### config.mk
export PLATFORM = sky130hd
export DESIGN_NAME = hazard_ctrl
export DESIGN_NICKNAME = d
export VERILOG_FILES = /design/src/rtl/hazard_ctrl.sv
export SDC_FILE = /design/constraint.sdc
export NUM_CORES = 1
export LEC_CHECK = 0
export ABC_AREA = 1
export CAP_MARGIN = 20
export CORE_ASPECT_RATIO = 1.5
export CORE_UTILIZATION = 37
export DETAILED_ROUTE_END_ITERATION = 7
export PLACE_DENSITY_LB_ADDON = 0.08
export SYNTH_ARGS = -nofsm -noshare
export SYNTH_HDL_FRONTEND = slang
export SYNTH_SLANG_ARGS = --single-unit
### constraint.sdc
create_clock -name clk -period 2.65 [get_ports clk]
set_clock_uncertainty 0.05 [all_clocks]
set_input_delay 0.3975 -clock clk [delete_from_list [all_inputs] [get_ports clk]]
set_output_delay 0.3975 -clock clk [all_outputs]
set_load 0.005 [all_outputs]
### src/rtl/hazard_ctrl.sv
// hazard_ctrl: pipeline hazard and debug-halt controller for a 5-stage core.
//
// Decides each cycle whether the front end advances, stalls or is flushed.
// Stalls cover load-use hazards and branches that depend on an in-flight
// result. Flushes cover taken branches and jumps. A debug halt drains the
// pipeline and then parks it.
//
// Ports
//   clk, rst          rising-edge clock, synchronous active-high reset
//   id_rs, id_rt      source registers of the ID instruction
//   id_uses_rt        ID instruction reads rt
//   id_branch/id_jump ID instruction class
//   branch_taken      branch outcome resolved in ID
//   ex_mem_read, ex_reg_write, ex_rd   EX-stage load flag, write flag, dest
//   mem_mem_read, mem_rd               MEM-stage load flag, dest
//   halt_req          debug halt request
//   pc_write, ifid_write, ifid_flush, idex_bubble   pipeline control (comb)
//   halted            registered, high exactly while in HALTED
//   state             current FSM state
//   stall_cnt, flush_cnt   saturating performance counters
//
// Configuration macro: HAZARD_PERF_CNT_EN
//   defined   -> stall_cnt/flush_cnt count stall/redirect cycles in RUN
//   undefined -> both ports tied to 0 and no counter flops exist
//
// state | meaning
// ------+------------------------------------------------------------
// RUN   | normal operation, hazards stall, redirects flush
// DRAIN | halt requested, IF/ID frozen while EX/MEM/WB empty (3 cycles)
// HALTED| pipeline parked until halt_req drops

module hazard_ctrl (
    input  logic        clk,
    input  logic        rst,
    input  logic [4:0]  id_rs,
    input  logic [4:0]  id_rt,
    input  logic        id_uses_rt,
    input  logic        id_branch,
    input  logic        id_jump,
    input  logic        branch_taken,
    input  logic        ex_mem_read,
    input  logic        ex_reg_write,
    input  logic [4:0]  ex_rd,
    input  logic        mem_mem_read,
    input  logic [4:0]  mem_rd,
    input  logic        halt_req,
    output logic        pc_write,
    output logic        ifid_write,
    output logic        ifid_flush,
    output logic        idex_bubble,
    output logic        halted,
    output logic [1:0]  state,
    output logic [15:0] stall_cnt,
    output logic [15:0] flush_cnt
);

    localparam logic [1:0] ST_RUN    = 2'd0;
    localparam logic [1:0] ST_DRAIN  = 2'd1;
    localparam logic [1:0] ST_HALTED = 2'd2;

    // Last drain count value before HALTED: counts 0,1,2 over three cycles.
    localparam logic [1:0] DRAIN_LAST = 2'd2;

    logic [1:0] state_r;
    logic [1:0] state_nxt;
    logic [1:0] drain_cnt;
    logic [1:0] drain_nxt;
    logic       halted_r;

    logic match_ex;
    logic match_mem;
    logic hazard;
    logic redirect;

    // Register 0 is hard-wired, so it never creates a dependency.
    always_comb begin
        match_ex  = (ex_rd != 5'd0) &&
                    ((ex_rd == id_rs) || (id_uses_rt && (ex_rd == id_rt)));
        match_mem = (mem_rd != 5'd0) &&
                    ((mem_rd == id_rs) || (id_uses_rt && (mem_rd == id_rt)));
        hazard    = (ex_mem_read && match_ex) ||
                    (id_branch && ex_reg_write && match_ex) ||
                    (id_branch && mem_mem_read && match_mem);
        // A stalled branch must not redirect until its operands are ready.
        redirect  = !hazard && (id_jump || (id_branch && branch_taken));
    end

    // State register
    always_ff @(posedge clk) begin
        if (rst) begin
            state_r   <= ST_RUN;
            drain_cnt <= 2'd0;
            halted_r  <= 1'b0;
        end else begin
            state_r   <= state_nxt;
            drain_cnt <= drain_nxt;
            halted_r  <= (state_nxt == ST_HALTED);
        end
    end

    // Next-state logic
    always_comb begin
        state_nxt = state_r;
        drain_nxt = drain_cnt;
        case (state_r)
            ST_RUN: begin
                // Halt waits until any stall or redirect has completed.
                if (halt_req && !hazard && !redirect) begin
                    state_nxt = ST_DRAIN;
                    drain_nxt = 2'd0;
                end
            end
            ST_DRAIN: begin
                if (!halt_req) begin
                    state_nxt = ST_RUN;
                end else if (drain_cnt == DRAIN_LAST) begin
                    state_nxt = ST_HALTED;
                end else begin
                    drain_nxt = drain_cnt + 2'd1;
                end
            end
            ST_HALTED: begin
                if (!halt_req) begin
                    state_nxt = ST_RUN;
                end
            end
            default: begin
                state_nxt = ST_RUN;
            end
        endcase
    end

    // Output logic
    always_comb begin
        pc_write    = 1'b0;
        ifid_write  = 1'b0;
        ifid_flush  = 1'b0;
        idex_bubble = 1'b1;
        if (rst) begin
            ifid_flush  = 1'b1;
        end else if (state_r == ST_RUN) begin
            if (hazard) begin
                idex_bubble = 1'b1;
            end else begin
                pc_write    = 1'b1;
                ifid_write  = 1'b1;
                ifid_flush  = redirect;
                idex_bubble = 1'b0;
            end
        end
    end

    assign state  = state_r;
    assign halted = halted_r;

`ifdef HAZARD_PERF_CNT_EN
    logic [15:0] stall_q;
    logic [15:0] flush_q;

    always_ff @(posedge clk) begin
        if (rst) begin
            stall_q <= 16'd0;
            flush_q <= 16'd0;
        end else begin
            if ((state_r == ST_RUN) && hazard && (stall_q != 16'hFFFF)) begin
                stall_q <= stall_q + 16'd1;
            end
            if ((state_r == ST_RUN) && redirect && (flush_q != 16'hFFFF)) begin
                flush_q <= flush_q + 16'd1;
            end
        end
    end

    assign stall_cnt = stall_q;
    assign flush_cnt = flush_q;
`else
    assign stall_cnt = 16'd0;
    assign flush_cnt = 16'd0;
`endif

endmodule

; ---- After elaboration in Yosys (flattened, before gate mapping)
; Cells that the tools add are included.
[word_totals]
regBits = 5
latchBits = 0
ramBits = 0
rom_bits = 0
output_inout_bits = 39
wordCells = 58
memories = 0
[classes]
n_addsub = 1
mul = 0
n_div = 0
order_cmp = 0
n_eq_ne = 11
n_shift = 0
mux = 18
bitwise_logic = 0
n_reduce_logical = 25
[ops]
columns = cell, count
row1 = $eq 5x5->1, 4
row2 = $mux 2, 7
row3 = $logic_and 1x1->1, 13
row4 = $reduce_bool 5->1, 2
row5 = $mux 1, 9
row6 = $eq 2x2->1 const B, 3
row7 = $ne 2x2->1 const B, 3
row8 = $pmux 2 s3, 1
row9 = $logic_or 1x1->1, 5
row10 = $pmux 2 s2, 1
row11 = $reduce_and 4->1, 1
row12 = $add 2x1->2 const B, 1
row13 = $eq 2x1->1 const B, 1
row14 = $logic_not 1->1, 2
row15 = $logic_not 2->1, 1
row16 = $reduce_bool 2->1, 1

; ---- Depth between registers and ports, before layout
[logic_depth]
ltp_word = 14
ltp_mapped = 12
depth_no_buf = 12

; ---- Least setup slack after synthesis
; No wires, ideal clock.
[synth_path]
path_type = input-to-output
start = input port mem_rd[2]
end = output port pc_write
t_arrival_ps = 1197
required_time_ps = 2203
path_slack_ps = 1006
path_stages = 8
cell_sequence = nor3_1 > nand3_1 > nand3_1 > inv_1 > nand2_2 > nand3_1 > nor2_1 > buf_4
[synth_via]
elab_chain_len = 9
[synth_lines]
columns = item, line
row1 = "start, declared", 45  ; input logic [4:0] mem_rd,
row2 = $eq 5x5->1, 80  ; ((mem_rd == id_rs) || (id_uses_rt && (mem_rd == id_rt)));
row3 = $logic_and 1x1->1, 80
row4 = $logic_or 1x1->1, 80
row5 = $logic_and 1x1->1 *, 79  ; match_mem = (mem_rd != 5'd0) &&
row6 = $logic_and 1x1->1 *, 83  ; (id_branch && mem_mem_read && match_mem);
row7 = $logic_or 1x1->1 *, 82  ; (id_branch && ex_reg_write && match_ex) ||
row8 = $mux 1 * (3 in series), --
row9 = "end, declared", 47  ; output logic pc_write,
; Every way passes the cells marked *; elsewhere a longest branch is shown, timed or not.

; ---- Worst setup path after layout
[layout_path]
start = input port id_rt[1]
end = output port ifid_flush
[layout_via]
elab_chain_len = 12
[layout_lines]
columns = item, line
row1 = "start, declared", 36  ; input logic [4:0] id_rt,
row2 = $eq 5x5->1, 78  ; ((ex_rd == id_rs) || (id_uses_rt && (ex_rd == id_rt)));
row3 = $logic_and 1x1->1, 78
row4 = $logic_or 1x1->1, 78
row5 = $logic_and 1x1->1, 77  ; match_ex = (ex_rd != 5'd0) &&
row6 = "$logic_and 1x1->1, on equally long branches", "81, 82"
row7 = $logic_or 1x1->1, 81  ; hazard = (ex_mem_read && match_ex) ||
row8 = $logic_or 1x1->1 *, 82
row9 = $logic_not 1->1, 85  ; redirect = !hazard && (id_jump || (id_branch && branch_taken));
row10 = $logic_and 1x1->1, 85
row11 = $mux 1 *, 142  ; if (hazard) begin
row12 = $mux 1 *, 141  ; end else if (state_r == ST_RUN) begin
row13 = $mux 1 *, 139  ; if (rst) begin
row14 = "end, declared", 49  ; output logic ifid_flush,
; Marked as above.

==> key figures <==
Final layout
  • Commonest cells after routing, fill and taps aside: sky130_fd_sc_hd__nand2_1, sky130_fd_sc_hd__conb_1, sky130_fd_sc_hd__clkdlybuf4s50_1, sky130_fd_sc_hd__inv_1, sky130_fd_sc_hd__nor2_1
  • Number of non-filler instances in the completed layout: about 230
  • Area added between synthesis and finish: 36.08%
  • Most common library cell in the layout ignoring fill and taps: sky130_fd_sc_hd__nand2_1
  • Sequential cell area: 100.1 um2
  • Fraction of layout instances using a drive strength above 1: approximately 8.6%
  • Multi-input logic area: between 500 and 600 um2
  • Fin nets: between 200 and 250
  • Final cell utilization of the core: ~54%
  • # fillers: about 260
  • Antenna diode count: 0

Synth
  • Count of distinct cell types in the synthesized netlist: 18
  • Number of standard cells after synthesis: around 170
  • Post-synthesis compound-gate area fraction: about 3.4%
  • Multiplexer area fraction after synthesis: 0%
  • Post-synthesis cell type with the largest combined area: sky130_fd_sc_hd__buf_4
  • Register bit total from synthesis: 5
  • Xor-xnor portion of the synthesized cell area: under 10%
  • Post-synthesis cell area: about 910 um2
  • Mean instance size in the synthesized netlist: about 5.3 um2
  • Largest cells by area after synthesis: sky130_fd_sc_hd__buf_4, sky130_fd_sc_hd__nand2_1, sky130_fd_sc_hd__dfxtp_1, sky130_fd_sc_hd__nor2_1, sky130_fd_sc_hd__inv_1
  • Syn. warnings: 0
  • Post-Synth Adder-Cell Area: about 1.4%
  • Fraction of the yosys area taken by sequential cells: a little over a tenth
  • Proportion of netlist area held by the largest area contributor: 27.16%
  • Largest family of logic cells by synthesized area: simple AND/OR/NAND/NOR gates
  • Simple-gate portion of the synthesized area: roughly 44%

Floorplanning
  • Core area: between 2000 and 2500 um2
  • Die H: roughly 63 um
  • I/O pin total: about 70
  • Placement row count: 21
  • Area of the die: 2672 um2
  • Starting density of the core: ~40%
  • Width of the die: around 43 um

Detailed routing
  • TritonRoute pass-1 iters: 4
  • Count of vias placed by the detailed router: 981
  • DRT Wirelength: about 2100 um
  • Antenna viol nets, final: 0
  • DRC violation count after routing: 0
  • Detailed Route Iter0 Violations: 11
  • Routed wire length per instance: between 8 and 9 um
  • Vias/cell: between 4 and 5

Placed design
  • Post-detail-place hpwl: about 1800 um
  • Number of I/O port buffers: 36
  • Post-placement setup slack: 0.004029 ns
  • Gpl congestion: 0.8364
  • Placed insts: between 200 and 250

Setup path
  • Destination of the worst register-to-register timing path: drain_cnt[0]
  • Crit-path most repeated cell: sky130_fd_sc_hd__clkdlybuf4s50_1
  • Depth of the critical timing path with buffers and inverters included: 10
  • Largest delay share family, worst path: buffers and inverters
  • Worst Path Class, Setup: in -> out
  • Critical Path End: ifid_flush
  • Cell with the biggest individual delay on the critical path: sky130_fd_sc_hd__clkdlybuf4s50_1
  • Count of buffer and inverter cells on the critical path: 3
  • Data arrival time at the worst-slack endpoint: approximately 2.1 ns
  • Critical path, cell by cell: clkdlybuf4s50_1, inv_1, o21ai_0, nor2_1, nand3_1, nand2_1, nand2_2, nand3_2, o21ai_1, clkdlybuf4s50_1
  • Worst-path fanout max: 3
  • Worst-case register-to-register setup slack: between 1 and 1.5 ns
  • Type of origin of the critical path: input pin
  • CP Data Required Time: 2.20 ns
  • R2r worst-path depth: 7
  • Critical register-to-register path startpoint: state[1]
  • Worst Setup End Kind: primary output
  • CP max stage delay: 0.51 ns
  • CP Launch Point: id_rt[1]

Hold path
  • Class of the worst hold path: reg -> reg

Timing
  • Maximum clock rate: approximately 0.39 GHz
  • Final worst-path cycle share: between 90% and 100%
  • RSZ-0062 raised after global routing: yes
  • Final worst setup slack: between 0.09 and 0.1 ns
  • Setup_tns: 0 ns
  • Minimum clock period after layout: between 2 and 3 ns
  • Final number of setup-violating endpoints: 0
  • Count of endpoints failing hold in the final timing report: 0
  • Count of final max-slew check failures: 0

Clocking
  • Clock slew at reported path FFs: approximately 0.04 ns
  • Number of buffers inserted during clock tree synthesis: 3
  • Post-cts hold buffer count: 0
  • CTS tree: done
  • TritonCTS sink count: 5
  • Buffer type at the clock tree root: sky130_fd_sc_hd__clkbuf_4
  • Clock Path Buffers: 2
  • H-tree levels: 1
  • Insertion delay to the later sink of the worst-skew pair: around 0.25 ns

Global route
  • Initial antenna violation count: 0
  • Grt total ovfl: 0
  • Wire length of the first global-routing pass: ~3500 um
  • Via count of the first global-routing pass: between 800 and 900
  • Combined global-route utilization of all metal layers: between 15 and 20%
  • Maximum number of pins on one net before global-route repair: 6

Job
  • Max-cap violations: 0

Outcome
  • Run status: complete, no violations

Power and ir drop
  • VDD IR max: between 0.09 and 0.1 mV
  • Total Power: between 0.3 and 0.4 mW
  • Power density of the placed cells: ~260 nW/um2
  • Leakage power of the design: just over 0.8 nW
==> metal layers <==
metal  part of all wire (%)  global-route usage (%)  up-vias  wire length [um]
li1                       -                       -      525                 -
met1                     37                   15.21      413               775
met2                     56                   32.88       40              1162
met3                    5.1                   3.468        3               105
met4                    1.5                   7.031        0                31
met5                      0                       0        -                 0
==> synth_stat cells <==
master and number:
sky130_fd_sc_hd__nand3_1 8, sky130_fd_sc_hd__xnor2_1 2, sky130_fd_sc_hd__ha_1 1, sky130_fd_sc_hd__nand2_2 3
sky130_fd_sc_hd__nand2_1 60, sky130_fd_sc_hd__conb_1 1, sky130_fd_sc_hd__dfxtp_1 5, sky130_fd_sc_hd__inv_2 7
sky130_fd_sc_hd__nand3_2 1, sky130_fd_sc_hd__inv_1 19, sky130_fd_sc_hd__buf_4 33, sky130_fd_sc_hd__o21ai_0 3
sky130_fd_sc_hd__nor2_1 21, sky130_fd_sc_hd__nor3_1 3, sky130_fd_sc_hd__a21oi_1 2, sky130_fd_sc_hd__o22ai_1 1
sky130_fd_sc_hd__and3_1 1, sky130_fd_sc_hd__nand3b_1 1
==> cells by family after synthesis <==
| group | Yosys count |
|---|---|
| AND/OR/NAND/NOR | 98 |
| adder cells (fa/ha/maj) | 1 |
| XOR/XNOR | 2 |
| flip-flops | 5 |
| AO/OA/AOI/OAI | 6 |
| other | 1 |
| buffers and inverters | 59 |
==> cell type report <==
type / count / area share [%]
multi-input cells: 139 / 48.19
clock buffers: 4 / 2.117
repair buffers: 36 / 31.45
inverters: 26 / 7.863
well taps: 23 / 2.319
flip-flops and latches: 5 / 8.065
==> through the flow <==
stage / hold WS [ns] / area, um2
final: 0.4395 / 1241
after global routing: 0.4728 / 1241
after CTS: 0.4412 / 1199
after detailed placement: 0.4348 / 1170
after global placement: 0.4142 / 1170
after floorplan: 0.4041 / 1028
==> repair_timing <==
action                                  4_1_cts  5_1_grt
gates resized for setup                       1       16
endpoints found under the setup margin        1        4
buffers inserted                              0        0
pin swaps                                     0        1
==> registers in the layout (all words and copies together) (netlist names) <==
register and count:
drain_cnt 2, state 2, halted 1
==> worst register-to-register path, cell delays in order, from the launching register on <==
cell and delay [ns]:
sky130_fd_sc_hd__dfxtp_1 0.34, sky130_fd_sc_hd__nor2_1 0.26, sky130_fd_sc_hd__and3_1 0.22, sky130_fd_sc_hd__nand3_2 0.09
sky130_fd_sc_hd__nand2_2 0.10, sky130_fd_sc_hd__nand2_1 0.06, sky130_fd_sc_hd__nand2_1 0.05, sky130_fd_sc_hd__nor2_1 0.04
==> report_power, final <==
group          internal, mW  switching (mW)  leakage [nW]
logic                0.0755          0.0779         0.750
registers            0.0791         0.00221        0.0407
clock network        0.0571          0.0333        0.0150
total                 0.212           0.113         0.806
==> how the worst min path moves through the flow <==
stage                       from  cells past startpoint            to
floorplan           drain_cnt[0]                      2  drain_cnt[0]
global placement    drain_cnt[0]                      2  drain_cnt[0]
detailed placement  drain_cnt[0]                      2  drain_cnt[0]
CTS                 drain_cnt[0]                      2  drain_cnt[0]
global route        drain_cnt[0]                      2  drain_cnt[0]
finish              drain_cnt[0]                      2  drain_cnt[0]
No activity file was read; power rests on OpenSTA's default activity.
